--- config.mk ---
export PLATFORM = sky130hd
export DESIGN_NAME = req_capture_4
export DESIGN_NICKNAME = d
export VERILOG_FILES = /design/src/rtl/req_capture_4.sv
export SDC_FILE = /design/constraint.sdc
export NUM_CORES = 1
export LEC_CHECK = 0
export CAP_MARGIN = 10
export CORE_MARGIN = 1
export CORE_UTILIZATION = 45
export CTS_BUF_LIST = sky130_fd_sc_hd__clkbuf_8
export CTS_CLUSTER_SIZE = 20
export DETAILED_ROUTE_END_ITERATION = 8
export PLACE_DENSITY_LB_ADDON = 0.12
export SYNTH_ARGS = -nofsm -noshare
export SYNTH_HDL_FRONTEND = slang
export SYNTH_SLANG_ARGS = --single-unit
--- constraint.sdc ---
create_clock -name clk -period 1.61 [get_ports clk]
set_input_delay 0.161 -clock clk [delete_from_list [all_inputs] [get_ports clk]]
set_output_delay 0.161 -clock clk [all_outputs]
set_load 0.1 [all_outputs]
--- src/rtl/req_capture_4.sv ---
`timescale 1ns/1ps
`default_nettype none
// ============================================================================
// Module   : req_capture_4
// Purpose  : Request capture front-end for a 4-to-2 priority encoder.
//            Synchronises four asynchronous request lines and detects their
//            rising edges. Each event is held as a sticky pending bit, and the
//            pending vector is presented to the encoder. The encoded index is
//            captured and offered downstream over a valid/ready handshake.
//            Events that hit an already-pending bit are counted as lost.
// Revision : 1.0  initial release
// ============================================================================
module req_capture_4 #(
   parameter int SYNC_STAGES = 2,
   parameter int CNT_W       = 8
) (
   input  logic             clk,
   input  logic             rst,
   input  logic [3:0]       req_in,
   output logic [3:0]       pend_o,
   input  logic [1:0]       enc_idx,
   output logic             out_valid,
   input  logic             out_ready,
   output logic [1:0]       out_idx,
   output logic [CNT_W-1:0] ovf_cnt
);

   typedef enum logic [1:0] {
      IDLE  = 2'd0,
      OFFER = 2'd1,
      GAP   = 2'd2
   } state_t;

   localparam logic [CNT_W-1:0] CNT_ONE = CNT_W'(1);

   state_t                          state;
   state_t                          state_nxt;
   logic                            capture;
   logic                            accept;

   logic [SYNC_STAGES-1:0][3:0]     sync_q;
   logic [3:0]                      req_s;
   logic [3:0]                      req_d;
   logic [3:0]                      rise;
   logic [3:0]                      clr;
   logic [3:0]                      lost;

   // Synchroniser chains: shift raw requests through SYNC_STAGES flops
   always_ff @(posedge clk or posedge rst) begin
      if (rst) begin
         sync_q <= '0;
      end else begin
         sync_q <= {sync_q[SYNC_STAGES-2:0], req_in};
      end
   end

   assign req_s = sync_q[SYNC_STAGES-1];

   // Edge register: synchronised level delayed one cycle for rise detection
   always_ff @(posedge clk or posedge rst) begin
      if (rst) begin
         req_d <= '0;
      end else begin
         req_d <= req_s;
      end
   end

   // A held level yields one event; clearing only happens on a real handshake
   assign rise   = req_s & ~req_d;
   assign accept = (state == OFFER) & out_ready;
   assign clr    = accept ? (4'b0001 << out_idx) : 4'b0000;
   assign lost   = rise & pend_o & ~clr;

   // Pending bits: clear the served bit, then OR in new events so set wins
   always_ff @(posedge clk or posedge rst) begin
      if (rst) begin
         pend_o <= '0;
      end else begin
         pend_o <= (pend_o & ~clr) | rise;
      end
   end

   // Lost-event counter: one increment per cycle with any loss, saturating
   always_ff @(posedge clk or posedge rst) begin
      if (rst) begin
         ovf_cnt <= '0;
      end else if ((lost != 4'b0000) && (ovf_cnt != {CNT_W{1'b1}})) begin
         ovf_cnt <= ovf_cnt + CNT_ONE;
      end
   end

   // Served index: sampled from the encoder only when arbitrating in IDLE
   always_ff @(posedge clk or posedge rst) begin
      if (rst) begin
         out_idx <= 2'd0;
      end else if (capture) begin
         out_idx <= enc_idx;
      end
   end

   // FSM state register
   always_ff @(posedge clk or posedge rst) begin
      if (rst) begin
         state <= IDLE;
      end else begin
         state <= state_nxt;
      end
   end

   // FSM next state and outputs; GAP lets the encoder see the updated vector
   always_comb begin
      state_nxt = state;
      out_valid = 1'b0;
      capture   = 1'b0;
      case (state)
         IDLE: begin
            if (pend_o != 4'b0000) begin
               capture   = 1'b1;
               state_nxt = OFFER;
            end
         end
         OFFER: begin
            out_valid = 1'b1;
            if (out_ready) begin
               state_nxt = GAP;
            end
         end
         GAP: begin
            state_nxt = IDLE;
         end
         default: begin
            state_nxt = IDLE;
         end
      endcase
   end

endmodule
`default_nettype wire
== Word-level counts from Yosys, hierarchy flattened ==
Cells that the tools add are included.

* Bits in registers: 28
* Input port bits: 9
* Output and inout bits: 15
* Logic and storage cells: 33

* Add/subtract/negate cells: 1
* Equality and inequality tests: 4
* Shifts and indexed selects: 1
* Multiplexer cells: 7
* Bitwise logic cells: 8
* Reduce and logical (&&, ||, !) cells: 5

{| class="wikitable"
|+ Operator list
! kind !! number
|-
| $and A4 B4 Y4 || 4
|-
| $add A8 B1 Y8 const B || 1
|-
| $ne A8 B8 Y1 const B || 1
|-
| $not A4 Y4 || 2
|-
| $reduce_bool A4 Y1 || 2
|-
| $mux W2 || 2
|-
| $mux W4 || 1
|-
| $ne A2 B2 Y1 const B || 2
|-
| $or A4 B4 Y4 || 1
|-
| $pmux W2 S2 || 1
|-
| $shl A1 B2 Y4 const A || 1
|-
| $mux W1 || 3
|-
| $eq A2 B1 Y1 const B || 1
|-
| $logic_not A2 Y1 || 1
|-
| $reduce_and A2 Y1 || 1
|-
| $and A1 B1 Y1 || 1
|-
| $logic_and A1 B1 Y1 || 1
|}

== Longest topological paths before layout ==
* Depth in word-level cells: 7
* Depth in mapped cells: 6
* Mapped depth without buffers: 6

== Worst setup path after synthesis ==
OpenSTA, ideal clock, no wires.

* Path kind: register to register
* Start: register ovf_cnt[0]
* End: register ovf_cnt[4]
* Setup time: 159 ps
* Data arrival time: 2016 ps
* Slack: -565 ps
* Stages on the path, launching flop included: 7
* Clock period less this slack: 2175 ps
* Cell sequence: dfrtp_1 > ha_1 > and3_1 > and3_4 > a21oi_4 > nand4_1 > xnor2_1

* Word-level cells in the longest chain between the ends: 2

{| class="wikitable"
|+ Ends and longest elaborated chain
! item !! RTL line !! text
|-
| from (decl) || 25 || <nowiki>output logic [CNT_W-1:0] ovf_cnt</nowiki>
|-
| from (signal assigned) || 88 || <nowiki>ovf_cnt <= ovf_cnt + CNT_ONE;</nowiki>
|-
| parallel branches: the longest is 2 deep, another holds $add A8 B1 Y8 || - ||
|}

Several ways; the timed one is not identified.
A chain may end at the register's enable or synchronous reset.

== Worst setup path in the final report ==
* Start: register state[1]
* End: register ovf_cnt[1]

* Word-level cells in the longest chain between the ends: 7

{| class="wikitable"
|+ Ends and longest elaborated chain
! item !! RTL line !! text
|-
| from (decl) || 36 || <nowiki>state_t state;</nowiki>
|-
| from (signal assigned) || 106 || <nowiki>state <= state_nxt;</nowiki>
|-
| $eq A2 B1 Y1 || 70 || <nowiki>assign accept = (state == OFFER) & out_ready;</nowiki>
|-
| $and A1 B1 Y1 || 70 ||
|-
| $mux W4 || 71 || <nowiki>assign clr = accept ? (4'b0001 << out_idx) : 4'b0000;</nowiki>
|-
| $not A4 Y4 || 72 || <nowiki>assign lost = rise & pend_o & ~clr;</nowiki>
|-
| $and A4 B4 Y4 || 72 ||
|-
| $reduce_bool A4 Y1 || 87 || <nowiki>end else if ((lost != 4'b0000) && (ovf_cnt != {CNT_W{1'b1}})) begin</nowiki>
|-
| $logic_and A1 B1 Y1 || 87 ||
|}

No other way between the ends.

==> out/results.txt <==
DR vias/cell = 5.08
Avg Cell Area, Syn = 13.8 um2
Maxcap violations = 0
CP Capture Type = flip-flop
Hold-fix buffers, CTS = 0
Reg2Reg Launch Point = state[1]
Fin. Hold Viols = 0
Overall Global Routing Usage = 19.5%
Initial antenna violation count = 0
Pre-CTS WS = -0.331 ns
Setup CP Type = reg2reg
Hold Crit Class = in2async
Final core utilization = 78.3%
Total number of vias = 747
CTS Root Cell = clkbuf_8
Most frequent cells in the layout = buf_4, dfrtp_1, buf_12
Synth Cell Area = 1050 um2
Period utilisation layout = 105%
Post-DR wirelength/cell = 15.1 um
Unrepaired setup endpoints after global routing = yes
Std-Cell Rows = 17
Commonest non-fill, non-tap cell in the layout = buf_4
Die area = 2530 um2
Overflow after GRT = 0
Number of synthesized flops with an enable pin = 0
H-tree lvl count = 1
CTS buffer count = 3
Register area share after synthesis = 66.7%
Sink Count = 28
ANT cells = 0
DRC Markers = 0
Worst slew margin = 69.0%
Initial drt markers = 4
Worst-skew pair later-pin latency = 0.27 ns
Final #Nets = 130
Layout cells sized above 1 = 49.6%
Clock Path Buffers = 2
Final WL = 2220 um
DRT Pass-1 Iters = 3
CTS tree = yes
Reg2Reg Setup Slack = -0.08 ns
Layout Skew = 0.00424 ns
Reg clk slew, reported paths = 0.09 ns
Non-filler cells, final = 147
FMAX = 593 MHz
Max-slew violations = 0
Ys flop type = dfrtp_1
Synth cell types = 26
Reg2Reg Depth = 5
Vias in the first global route = 806
Remaining antenna violation count = 0
Ports = 24
Failing checks = negative setup slack
Required time worst endpoint = 1.77 ns
Post-DP HPWL = 1580 um
Status = finished, violations left
Die width = 50.3 um
Sum Neg Setup Slack = -0.300 ns
Ys Warns = 0
Placed insts = 138
Die H = 50.3 um
Worst R2R End = ovf_cnt[1]
Count of input and output buffers = 23
Worst-margin pin slew = 0.460 ns
Async SR Flop Fraction = 100%
WP data arrival = 1.84 ns
Syn Nets = 86
First-pass GRT wire length = 3610 um
Initial Util = 47.5%
Final Setup Violations = 6
Synth Register Bits = 28
Core area = 2210 um2
Critical Path Source Type = flip-flop
Final RePlAce weighted congestion = 0.717
Largest net degree at the start of global routing = 29
Tmin final = 1.69 ns
Worst-path maximum fanout = 7
Worst Slack Setup Final = -0.0763 ns
Post-Synthesis Cells = 76
Layout area overhead = 65.0%
## cell usage after synthesis, types with 2 or more instances
master	instances	area (um2)
nand4_1	3	18.8
nand2b_1	5	31.3
inv_1	4	15.0
o21ai_1	2	10.0
and3_1	3	18.8
xnor2_1	5	43.8
nand2_1	7	26.3
dfrtp_1	28	701
mux2_1	2	22.5
## routing by layer
layer / GRT usage [%] / wire length [um]
met5: 0 / 0
met4: 6.94 / 46
met3: 3.64 / 67
met2: 38.0 / 1330
met1: 20.3 / 775
## flip-flops by register name (all words and copies together) (netlist names)
name / count
out_idx: 2
ovf_cnt: 8
pend_o: 4
req_d: 4
req_s: 4
state: 2
sync_q: 4
## worst max-delay path by stage
stage                     startpoint    endpoint  cells past startpoint
final                       state[1]  ovf_cnt[1]                      5
after global routing        state[0]  ovf_cnt[5]                      6
after CTS                 ovf_cnt[1]  ovf_cnt[5]                      6
after detailed placement   out_ready  ovf_cnt[1]                      6
after global placement     out_ready  ovf_cnt[1]                      6
after floorplan           ovf_cnt[1]  ovf_cnt[7]                      6
## worst max-delay path: stages, from the launching register on
cell and delay [ns]:
dfrtp_1 0.40, nand3b_1 0.27, o31ai_2 0.32, o22a_4 0.20, a21oi_4 0.08, mux2_4 0.30
## per-stage QoR
step | area (um2) | hold slack, ns
after floorplan | 1110 | 0.192
after global placement | 1610 | 0.331
after detailed placement | 1610 | 0.335
after CTS | 1690 | 0.259
after global routing | 1730 | 0.292
final | 1730 | 0.249
## repair_timing
item	in CTS	in global routing
setup buffers	1	4
endpoints found under the hold margin	0	0
pin swaps	3	9
endpoints found under the setup margin	5	8
gates resized for setup	1	1
## cell type report
class	instances	area [um2]
clock buffer	3	41.3
clock inverter	1	30.0
fill	149	480
inverter	4	15.0
multi-input combinational	44	378
sequential	28	732
tap	28	35.0
timing repair buffer	39	500
## cells by family after synthesis
kind of cell	synth area share, %
compound gates	9.42
xor+xnor	5.01
fa+ha+maj	1.19
buf+inv	1.43
flops	66.7
mux	3.58
simple gates	12.6
Power is not shown: default switching activity piles up to over one toggle a cycle in this logic, so the estimate is an artifact.
